<file path="src/rtl/ddr3_axi_traffic_gen.sv">
// AXI4 write/read-back self-test master for the DDR3 AXI slave port.
// Writes a seeded per-beat pattern in INCR bursts, reads it back, counts mismatches.
//
// state   | meaning
// S_IDLE  | waiting for i_start after reset
// S_W_ADDR| presenting write burst address
// S_W_DATA| streaming write beats of the current burst
// S_W_RESP| waiting for the write response
// S_R_ADDR| presenting read burst address
// S_R_DATA| receiving and comparing read beats
// S_DONE  | results valid, waiting for a new i_start
module ddr3_axi_traffic_gen #(
  parameter int                        AXI_ID_WIDTH   = 4,
  parameter int                        AXI_ADDR_WIDTH = 28,
  parameter int                        AXI_DATA_WIDTH = 128,
  parameter int                        BURST_LEN      = 16,
  parameter int                        NUM_BURSTS     = 64,
  parameter logic [AXI_ADDR_WIDTH-1:0] BASE_ADDR      = '0,
  parameter logic [31:0]               SEED           = 32'hA5A5_0000
) (
  input  logic                        i_controller_clk,
  input  logic                        i_rst_n,
  input  logic                        i_start,
  output logic                        o_busy,
  output logic                        o_done,
  output logic                        o_pass,
  output logic [15:0]                 o_err_count,
  output logic [AXI_ADDR_WIDTH-1:0]   o_first_err_addr,
  output logic                        m_axi_awvalid,
  output logic [AXI_ID_WIDTH-1:0]     m_axi_awid,
  output logic [AXI_ADDR_WIDTH-1:0]   m_axi_awaddr,
  output logic [7:0]                  m_axi_awlen,
  output logic [2:0]                  m_axi_awsize,
  output logic [1:0]                  m_axi_awburst,
  output logic                        m_axi_awlock,
  output logic [3:0]                  m_axi_awcache,
  output logic [2:0]                  m_axi_awprot,
  output logic [3:0]                  m_axi_awqos,
  input  logic                        m_axi_awready,
  output logic                        m_axi_wvalid,
  output logic [AXI_DATA_WIDTH-1:0]   m_axi_wdata,
  output logic [AXI_DATA_WIDTH/8-1:0] m_axi_wstrb,
  output logic                        m_axi_wlast,
  input  logic                        m_axi_wready,
  input  logic                        m_axi_bvalid,
  input  logic [AXI_ID_WIDTH-1:0]     m_axi_bid,
  input  logic [1:0]                  m_axi_bresp,
  output logic                        m_axi_bready,
  output logic                        m_axi_arvalid,
  output logic [AXI_ID_WIDTH-1:0]     m_axi_arid,
  output logic [AXI_ADDR_WIDTH-1:0]   m_axi_araddr,
  output logic [7:0]                  m_axi_arlen,
  output logic [2:0]                  m_axi_arsize,
  output logic [1:0]                  m_axi_arburst,
  output logic                        m_axi_arlock,
  output logic [3:0]                  m_axi_arcache,
  output logic [2:0]                  m_axi_arprot,
  output logic [3:0]                  m_axi_arqos,
  input  logic                        m_axi_arready,
  input  logic                        m_axi_rvalid,
  input  logic [AXI_ID_WIDTH-1:0]     m_axi_rid,
  input  logic [AXI_DATA_WIDTH-1:0]   m_axi_rdata,
  input  logic                        m_axi_rlast,
  input  logic [1:0]                  m_axi_rresp,
  output logic                        m_axi_rready
);

  localparam int         BYTES       = AXI_DATA_WIDTH / 8;
  localparam int         BURST_BYTES = BURST_LEN * BYTES;
  localparam int         WORDS       = AXI_DATA_WIDTH / 32;
  localparam logic [7:0]  LAST_BEAT  = 8'(BURST_LEN - 1);
  localparam logic [15:0] LAST_BURST = 16'(NUM_BURSTS - 1);
  localparam logic [2:0]  SIZE       = 3'($clog2(BYTES));

  typedef enum logic [2:0] {
    S_IDLE, S_W_ADDR, S_W_DATA, S_W_RESP, S_R_ADDR, S_R_DATA, S_DONE
  } state_t;

  state_t                    state, state_next;
  logic [15:0]               burst_cnt;
  logic [7:0]                beat_cnt;
  logic [15:0]               err_count;
  logic [AXI_ADDR_WIDTH-1:0] first_err_addr;
  logic [31:0]               beat_idx;
  logic [AXI_DATA_WIDTH-1:0] exp_data;
  logic [AXI_ADDR_WIDTH-1:0] burst_addr, beat_addr, err_addr;
  logic                      last_beat, last_burst, start_ok;
  logic                      aw_hs, w_hs, b_hs, ar_hs, r_hs, r_err, err_event;
  logic                      unused_ids;

  assign unused_ids = ^{m_axi_bid, m_axi_rid};

  // Global beat index drives both the write pattern and the read-back compare.
  assign beat_idx   = 32'(burst_cnt) * 32'(BURST_LEN) + 32'(beat_cnt);
  assign exp_data   = {WORDS{beat_idx ^ SEED}};
  assign burst_addr = BASE_ADDR + AXI_ADDR_WIDTH'(burst_cnt) * AXI_ADDR_WIDTH'(BURST_BYTES);
  assign beat_addr  = burst_addr + AXI_ADDR_WIDTH'(beat_cnt) * AXI_ADDR_WIDTH'(BYTES);
  assign last_beat  = (beat_cnt == LAST_BEAT);
  assign last_burst = (burst_cnt == LAST_BURST);
  assign start_ok   = ((state == S_IDLE) || (state == S_DONE)) && i_start;

  assign m_axi_awvalid = (state == S_W_ADDR);
  assign m_axi_wvalid  = (state == S_W_DATA);
  assign m_axi_bready  = (state == S_W_RESP);
  assign m_axi_arvalid = (state == S_R_ADDR);
  assign m_axi_rready  = (state == S_R_DATA);

  assign aw_hs = m_axi_awvalid & m_axi_awready;
  assign w_hs  = m_axi_wvalid & m_axi_wready;
  assign b_hs  = m_axi_bvalid & m_axi_bready;
  assign ar_hs = m_axi_arvalid & m_axi_arready;
  assign r_hs  = m_axi_rvalid & m_axi_rready;

  assign r_err     = (m_axi_rdata != exp_data) | (m_axi_rresp != 2'b00) | (m_axi_rlast != last_beat);
  assign err_event = (r_hs & r_err) | (b_hs & (m_axi_bresp != 2'b00));
  assign err_addr  = (state == S_W_RESP) ? burst_addr : beat_addr;

  assign m_axi_awid    = '0;
  assign m_axi_awaddr  = burst_addr;
  assign m_axi_awlen   = LAST_BEAT;
  assign m_axi_awsize  = SIZE;
  assign m_axi_awburst = 2'b01;
  assign m_axi_awlock  = 1'b0;
  assign m_axi_awcache = 4'b0011;
  assign m_axi_awprot  = 3'b000;
  assign m_axi_awqos   = 4'b0000;
  assign m_axi_arid    = '0;
  assign m_axi_araddr  = burst_addr;
  assign m_axi_arlen   = LAST_BEAT;
  assign m_axi_arsize  = SIZE;
  assign m_axi_arburst = 2'b01;
  assign m_axi_arlock  = 1'b0;
  assign m_axi_arcache = 4'b0011;
  assign m_axi_arprot  = 3'b000;
  assign m_axi_arqos   = 4'b0000;
  assign m_axi_wdata   = exp_data;
  assign m_axi_wstrb   = '1;
  assign m_axi_wlast   = m_axi_wvalid & last_beat;

  assign o_busy           = (state != S_IDLE) && (state != S_DONE);
  assign o_done           = (state == S_DONE);
  assign o_pass           = o_done && (err_count == 16'd0);
  assign o_err_count      = err_count;
  assign o_first_err_addr = first_err_addr;

  always_ff @(posedge i_controller_clk) begin
    if (!i_rst_n) state <= S_IDLE;
    else          state <= state_next;
  end

  always_comb begin
    state_next = state;
    case (state)
      S_IDLE, S_DONE: if (i_start) state_next = S_W_ADDR;
      S_W_ADDR:       if (aw_hs) state_next = S_W_DATA;
      S_W_DATA:       if (w_hs && last_beat) state_next = S_W_RESP;
      S_W_RESP:       if (b_hs) state_next = last_burst ? S_R_ADDR : S_W_ADDR;
      S_R_ADDR:       if (ar_hs) state_next = S_R_DATA;
      S_R_DATA:       if (r_hs && m_axi_rlast) state_next = last_burst ? S_DONE : S_R_ADDR;
      default:        state_next = S_IDLE;
    endcase
  end

  always_ff @(posedge i_controller_clk) begin
    if (!i_rst_n) begin
      burst_cnt      <= '0;
      beat_cnt       <= '0;
      err_count      <= '0;
      first_err_addr <= '0;
    end else begin
      if (start_ok) begin
        burst_cnt      <= '0;
        beat_cnt       <= '0;
        err_count      <= '0;
        first_err_addr <= '0;
      end
      if (w_hs) beat_cnt <= last_beat ? 8'd0 : beat_cnt + 8'd1;
      if (b_hs) burst_cnt <= last_burst ? 16'd0 : burst_cnt + 16'd1;
      // The slave's rlast, not the local count, closes a read burst.
      if (r_hs) begin
        beat_cnt <= m_axi_rlast ? 8'd0 : beat_cnt + 8'd1;
        if (m_axi_rlast) burst_cnt <= last_burst ? 16'd0 : burst_cnt + 16'd1;
      end
      if (err_event) begin
        if (err_count != 16'hFFFF) err_count <= err_count + 16'd1;
        if (err_count == 16'd0) first_err_addr <= err_addr;
      end
    end
  end

endmodule

</file>
<file path="config.mk">
export PLATFORM = sky130hd
export DESIGN_NAME = ddr3_axi_traffic_gen
export DESIGN_NICKNAME = d
export VERILOG_FILES = /design/src/rtl/ddr3_axi_traffic_gen.sv
export SDC_FILE = /design/constraint.sdc
export NUM_CORES = 1
export LEC_CHECK = 0
export BUFFER_PORTS_ARGS = -buffer_cell sky130_fd_sc_hd__buf_2
export CORE_AREA = 2 2 177 179
export DETAILED_ROUTE_END_ITERATION = 10
export DIE_AREA = 0 0 179 181
export PLACE_DENSITY_LB_ADDON = 0.15
export SYNTH_ARGS = -nofsm -noshare
export SYNTH_HDL_FRONTEND = slang
export SYNTH_SLANG_ARGS = --single-unit
export TNS_END_PERCENT = 50
</file>
<file path="constraint.sdc">
create_clock -name i_controller_clk -period 3.59 [get_ports i_controller_clk]
set_clock_uncertainty 0.2 [all_clocks]
set_input_delay 0.718 -clock i_controller_clk [delete_from_list [all_inputs] [get_ports i_controller_clk]]
set_output_delay 0.718 -clock i_controller_clk [all_outputs]
set_load 0.03 [all_outputs]
</file>
==> results of run 1 <==
==> per-stage QoR <==
step / util [%] / setup WS [ns] / std cells
after global routing: 30.5 / -0.259 / 1634
after detailed placement: 28.6 / -0.484 / 1603
final: 30.5 / -0.112 / 1635
after global placement: 28.6 / -0.496 / 1603
after CTS: 30.2 / -0.133 / 1629
after floorplan: - / -0.0662 / 1058
==> cell type report <==
class	instances	area share [%]
repair buffers	427	27.7
well taps	396	5.35
multi-input cells	701	47.1
inverters	23	0.932
diodes	1	0.0270
flip-flops and latches	71	15.6
clock buffers	14	3.07
clock inverters	2	0.135
==> worst max-delay path by stage <==
stage,end,from,cells after the start
floorplan,o_err_count[11],burst_cnt[2],12
global placement,o_err_count[11],m_axi_rdata[27],11
detailed placement,o_err_count[11],m_axi_rdata[27],11
CTS,o_err_count[11],beat_cnt[4],14
global route,o_err_count[11],beat_cnt[4],14
finish,o_err_count[11],beat_cnt[4],14
==> synth_stat cells, drive strengths merged (5+ instances only) <==
cell type and instances:
a211oi 8, a21oi 24, a31oi 9, and3 18
and4 5, buf 237, clkbuf 27, dfxtp 71
ha 8, inv 23, mux2i 31, nand2 82
nand3 39, nand4 19, nor2 61, nor2b 9
nor3 29, nor3b 12, nor4 23, o211ai 12
o21ai 40, or3 10, or4 7, xnor2 16
xor2 20
==> flip-flops by register name, indices dropped and copies added, names as in the netlist <==
| name | count |
|---|---|
| o_first_err_addr | 28 |
| state | 3 |
| o_err_count | 16 |
| burst_cnt | 16 |
| beat_cnt | 8 |
==> worst min-delay path, delay by kind of cell (launching register included) <==
| kind | cells | cell delay, ns |
|---|---|---|
| simple gates | 1 | 0.05 |
| flops | 1 | 0.30 |
| mux | 1 | 0.05 |
==> cells by family (layout without fill, tap and decap cells) <==
family          count (synthesis)  count (layout)  synth area share (%)
other cells                     2             143                 0.109
mux                            32              32                  4.66
compound gates                143             143                  14.2
xor+xnor                       36              36                  4.57
fa+ha+maj                       9               9                  1.74
flops                          71              71                  20.6
simple gates                  338             339                  25.9
buf+inv                       287             466                  28.3
==> power by group through the flow <==
stage / clock [mW] / sequential, mW / combinational, mW
finish: 0.898 / 0.806 / 0.858
CTS: 0.924 / 0.806 / 0.853
global placement: 0 / 0.822 / 0.821
global route: 0.948 / 0.807 / 0.930
detailed placement: 0 / 0.823 / 0.822
floorplan: 0 / 0.832 / 0.668
==> placed cells by master, fill, tap and decap left out, types with 5 or more instances in the layout <==
| cell | n |
|---|---|
| or3_1 | 10 |
| and3_1 | 18 |
| nand2_1 | 82 |
| or4_1 | 6 |
| nor3b_1 | 5 |
| a211oi_1 | 6 |
| buf_12 | 6 |
| buf_2 | 309 |
| inv_1 | 22 |
| dfxtp_4 | 6 |
| nand4_1 | 19 |
| xor2_1 | 17 |
| buf_4 | 106 |
| a21oi_1 | 23 |
| clkbuf_16 | 10 |
| nor3b_2 | 7 |
| nor4_1 | 22 |
| o211ai_1 | 12 |
| nand3_1 | 37 |
| nor3_1 | 26 |
| o21ai_0 | 38 |
| mux2i_1 | 31 |
| dfxtp_1 | 61 |
| a31oi_1 | 9 |
| xnor2_1 | 12 |
| nor2_1 | 59 |
| nor2b_1 | 9 |
| conb_1 | 142 |
| and4_1 | 5 |
==> routing by layer <==
metal  share of wire (%)  track usage (%)  wire length (um)
met5               0.026                0                 7
met4                0.87             2.86               236
met3                 6.1             2.17              1650
met2                  49             27.2             13400
met1                  44             21.6             11900
==> what timing repair did <==
item                                    in CTS  in global routing
gates resized for setup                     11                  9
hold buffers                                 0                  0
setup buffers                                8                  4
endpoints found under the setup margin      44                 52
cloned                                       2                  1
pin swaps                                   15                  4
==> run summary, run 1 <==
Run status: finished, violations left
Failing checks: setup timing
Clock-pin slew on the worst setup and hold paths: 0.06 ns
Max Slew Vio Count: 0
Clk network pwr share: 35.1%
Area Growth Syn to Fin: 34.1%
VDD IR-drop max: 0.198 mV
Sw Share: 38.1%
CTS H-tree lvls: 3
Post-layout min period: 3.70 ns
Wire length per cell: 16.6 um
Area of the multi-input gates: 0.00436 mm^2
Comb power frac: 33.5%
Largest cells by area after synthesis: buf_4, dfxtp_1, mux2i_1
Core Box Area: 0.0303 mm^2
Min-Delay Endpoint: o_first_err_addr[14]
Total GRT Usage: 16.0%
Synth Register Bits: 71
DRT antenna net count: 0
Flop pwr share: 31.4%
Slowest cell delay on critical path: 0.43 ns
Final total power: 2.56 mW
Hold Crit Class: reg2reg
DIE HEIGHT: 181 um
Row count: 64
Max-cap viol count: 0
Port buffer count: 309
Residual DRC: 0
Worst Hold Depth: 2
Synthesized netlist cell count: 918
Reg-to-reg startpoint: beat_cnt[4]
Ys flop type: dfxtp_1
Layout cells sized above 1: 40.3%
Worst EP arrival: 3.73 ns
Cell Area, Synth: 0.00691 mm^2
Worst setup path class: reg2reg
Area of placed instances: 0.00867 mm^2
Antenna violations before repair: 4
DP Wirelength: 22800 um
Die outline width: 179 um
CP bufs+invs: 3
Cell Chain, Critical Path: ha_4, inv_2, fa_2, nand2b_4, a21o_4, or4_4, a2111oi_4, o2111ai_2, nand4b_4, o32ai_4, buf_12, buf_12, nor4_1, a311o_1
Ys Warns: 0
Io pins: 460
Worst slew margin: 54.6%
Setup WS post-layout: -0.112 ns
GP Congestion: 0.827
Slew @ Worst Pin: 0.678 ns
Skew-Pair Late Insertion Delay: 0.34 ns
R2R setup slack: -0.11 ns
Yosys cell types: 65
Clk root buf: clkbuf_16
Reg-to-reg endpoint: o_err_count[11]
Fmax: 270 MHz
Final setup viols: 43
Leakage power: 4.50 nW
Fin Hold WS: 0.251 ns
Final instance area: 0.00926 mm^2
Final WL: 27100 um
Detailed Routing Iterations Pass 1: 4
RSZ-0062 raised after global routing: yes
Hold_sp: o_first_err_addr[14]
Worst setup EP type: register
Clk sink count: 71
Pin count of the biggest net entering global routing: 46
Largest area contributor in the synthesized netlist: buf_4
CTS tree: yes
Initial Utilization: 22.8%
WP data required: 3.62 ns
CTS buffer count: 9
Die area: 0.0324 mm^2
Startpoint types: register
Maximum fanout along the worst path: 9
Cell-internal power: 1.59 mW
Most Frequent Cell on Critical Path: buf_12
Detailed Route Iter0 Violations: 326
Grt ovf: 0
Period utilization: 103%
Vias: 7022
Post-synth top area share: 25.1%
Post-synthesis sequential area ratio: 20.6%
Largest delay share family, worst path: compound AO/OA/AOI/OAI gates
Via density: 4.29
First-pass GRT wire length: 39000 um
Post-synth EDFFs: 0
Vias in the first global route: 6332
Post-synth ARST share: 0%
FF-to-FF path depth: 14
PwrDens: 277 mW/mm^2
P_sw: 0.976 mW
Clock tree buffer depth: 2
Final #Nets: 1391
Final hold violation count: 0
Syn avg cell area: 7.52 um^2
Fillers: 3402
Register area: 0.00145 mm^2
Setup TNS: -2.11 ns
Crit-path slowest cell: or4_4
Power figures use the tool's default switching activity.
==> run 2: changes to the inputs <==
--- a/config.mk
+++ b/config.mk
@@ -10,6 +10,7 @@
 export DETAILED_ROUTE_END_ITERATION = 10
 export DIE_AREA = 0 0 179 181
 export PLACE_DENSITY_LB_ADDON = 0.15
+export SETUP_SLACK_MARGIN = 0.15
 export SYNTH_ARGS = -nofsm -noshare
 export SYNTH_HDL_FRONTEND = slang
 export SYNTH_SLANG_ARGS = --single-unit
==> run 2 against run 1 <==
Against the previous run:
- the flow still finishes with violations (setup timing)
- clock-buffer cell count unchanged
- via count increased by 1.3%
- cell area increased by 1.1%
- largest power group unchanged
- non-clock buffer count increased by 4
- die area unchanged
- critical path type unchanged
- power increased by 0.20%
- critical path depth unchanged
- flip-flop and latch count unchanged
- register-to-register slack improved by 0.03 ns
==> run summary, run 2 (synthesized netlist as in run 1, its figures left out) <==
Run status: finished, violations left
Failing checks: setup timing
Row count: 64 (unchanged)
Total GRT Usage: 16.2% (+0.25 points)
Vias in the first global route: 6301 (-0.49%)
Clk root buf: clkbuf_16
Layout cells sized above 1: 41.1% (+0.76 points)
Startpoint types: register
Wire length per cell: 17.0 um (+2.2%)
DRT antenna net count: 0 (unchanged)
Final #Nets: 1395 (+0.29%)
Worst slew margin: 50.3% (-4.3 points)
DIE HEIGHT: 181 um (unchanged)
Detailed Route Iter0 Violations: 532 (+63%)
RSZ-0062 raised after global routing: yes
Comb power frac: 33.9% (+0.4 points)
Slew @ Worst Pin: 0.742 ns (+0.0643 ns)
Worst setup path class: reg2reg
WP data required: 3.62 ns (about the same)
Grt ovf: 0 (unchanged)
DP Wirelength: 23000 um (+0.82%)
Skew-Pair Late Insertion Delay: 0.35 ns (about the same)
VDD IR-drop max: 0.181 mV (-8.6%)
Cell-internal power: 1.58 mW (-0.44%)
PwrDens: 274 mW/mm^2 (-0.88%)
Final setup viols: 40 (-7.0%)
Leading cell types in the layout, fill and taps excluded: buf_2, conb_1, buf_4
Clk network pwr share: 34.8% (-0.3 points)
CTS H-tree lvls: 3 (unchanged)
Initial Utilization: 22.8% (unchanged)
Antenna violations before repair: 4 (unchanged)
Fmax: 272 MHz (+0.76%)
Port buffer count: 309 (unchanged)
Final Util: 30.9% (+0.33 points)
CTS buffer count: 9 (unchanged)
Max reg flops: 28 (unchanged)
Pin count of the biggest net entering global routing: 36 (-22%)
Worst setup EP type: register
First-pass GRT wire length: 39400 um (+1.1%)
Worst EP arrival: 3.71 ns (-0.02 ns)
CTS tree: yes
Leakage power: 4.53 nW (+0.86%)
Antenna diodes: 0 (-1)
FF-to-FF path depth: 14 (unchanged)
R2R setup slack: -0.08 ns (+0.03 ns)
Clock-pin slew on the worst setup and hold paths: 0.06 ns (about the same)
Max Slew Vio Count: 0 (unchanged)
Clock tree buffer depth: 2 (unchanged)
Final hold violation count: 0 (unchanged)
GP Congestion: 0.803 (-3.0%)
Maximum fanout along the worst path: 6 (-3)
Period utilization: 102% (-0.78 points)
Die area: 0.0324 mm^2 (unchanged)
Io pins: 460 (unchanged)
Reg-to-reg endpoint: o_err_count[11]
Sw Share: 38.5% (+0.39 points)
Die outline width: 179 um (unchanged)
Crit path to: o_err_count[11]
Max-cap viol count: 0 (unchanged)
P_sw: 0.988 mW (+1.2%)
Area Growth Syn to Fin: 35.6%
Setup WS post-layout: -0.0839 ns (+0.0280 ns)
Post-layout min period: 3.67 ns (-0.0280 ns)
Flop pwr share: 31.3% (about the same)
Commonest non-fill, non-tap cell in the layout: buf_2
Crit path from: beat_cnt[4]
Reg-to-reg startpoint: beat_cnt[4]
Metal1 wirelength: 12600 um (+5.9%)
Residual DRC: 0 (unchanged)
Via density: 4.34 (+1.1%)
Pre-CTS WS: -0.437 ns (+0.0471 ns)
Vias: 7115 (+1.3%)
Metal2 WL: 13400 um (+0.14%)
Met3 WL: 1590 um (-3.4%)
Detailed Routing Iterations Pass 1: 5 (+1)
Hold Crit Class: reg2reg
Final WL: 27800 um (+2.4%)
Highest routed metal layer: met5
Core Box Area: 0.0303 mm^2 (unchanged)
Clk sink count: 71 (unchanged)
-- run 2: cell count changes in the layout (fill, tap and decap cells not counted), sizes merged --
| cell | before | now |
|---|---|---|
| buf | 426 | 428 |
| diode | 1 | 0 |
| clkbuf | 15 | 17 |
-- run 2: worst min-delay path by stage --
stage               slack (ns)  depth (start not counted)                   end                  from
detailed placement        0.25                          2  o_first_err_addr[22]  o_first_err_addr[22]
floorplan                 0.34                          2           beat_cnt[7]           beat_cnt[7]
CTS                       0.26                          2  o_first_err_addr[11]  o_first_err_addr[11]
finish                    0.25                          2  o_first_err_addr[11]  o_first_err_addr[11]
global route              0.29                          2   o_first_err_addr[7]   o_first_err_addr[7]
global placement          0.24                          2  o_first_err_addr[23]  o_first_err_addr[23]
-- run 2: metrics by stage --
step	TNS (ns)	hold slack (ns)	cells	total power [mW]	instance area (um^2)
final	-1.25	0.254	1638	2.57	9360
after global routing	-7.29	0.285	1638	2.70	9360
after CTS	-1.15	0.260	1635	2.59	9220
after detailed placement	-15.58	0.246	1606	1.65	8710
after global placement	-16.03	0.241	1606	1.65	8710
after floorplan	-0.360	0.341	1058	1.50	7740
-- run 2: layout make-up --
type | instances | area, um^2
tap | 396 | 495
clock inverter | 2 | 12.5
clock buffer | 14 | 275
timing repair buffer | 431 | 2630
sequential | 71 | 1450
fill | 3359 | 21000
inverter | 23 | 86.3
multi-input combinational | 701 | 4410
-- run 2: what timing repair did --
item / CTS / global route
cloned: 2 / 2
pin swaps: 11 / 8
setup buffers: 11 / 1
endpoints found under the hold margin: 0 / 0
hold buffers: 0 / 0
gates resized for setup: 19 / 25
setup endpoints to repair: 52 / 56
-- run 2: routing by layer --
layer  vias to the layer above  GRT usage, %
met3                        21          2.65
met4                         2          2.96
met1                      3274          22.5
met2                       294          26.5
li1                       3524             -
met5                         -             0
-- run 2: worst max-delay path: stages, from the launching register on --
cell	delay [ns]
dfxtp_2	0.35
ha_4	0.14
inv_2	0.03
fa_2	0.33
nand2b_4	0.18
a21o_4	0.24
or4_4	0.43
a2111oi_4	0.29
o2111ai_1	0.14
nand4b_4	0.24
o32ai_4	0.33
buf_12	0.17
buf_12	0.11
nor4_1	0.04
a311o_1	0.33
-- run 2: power by group through the flow --
stage | sequential [mW] | clock, mW | combinational [mW]
floorplan | 0.832 | 0 | 0.668
global placement | 0.822 | 0 | 0.830
detailed placement | 0.822 | 0 | 0.829
CTS | 0.804 | 0.920 | 0.864
global route | 0.807 | 0.951 | 0.941
finish | 0.804 | 0.893 | 0.870
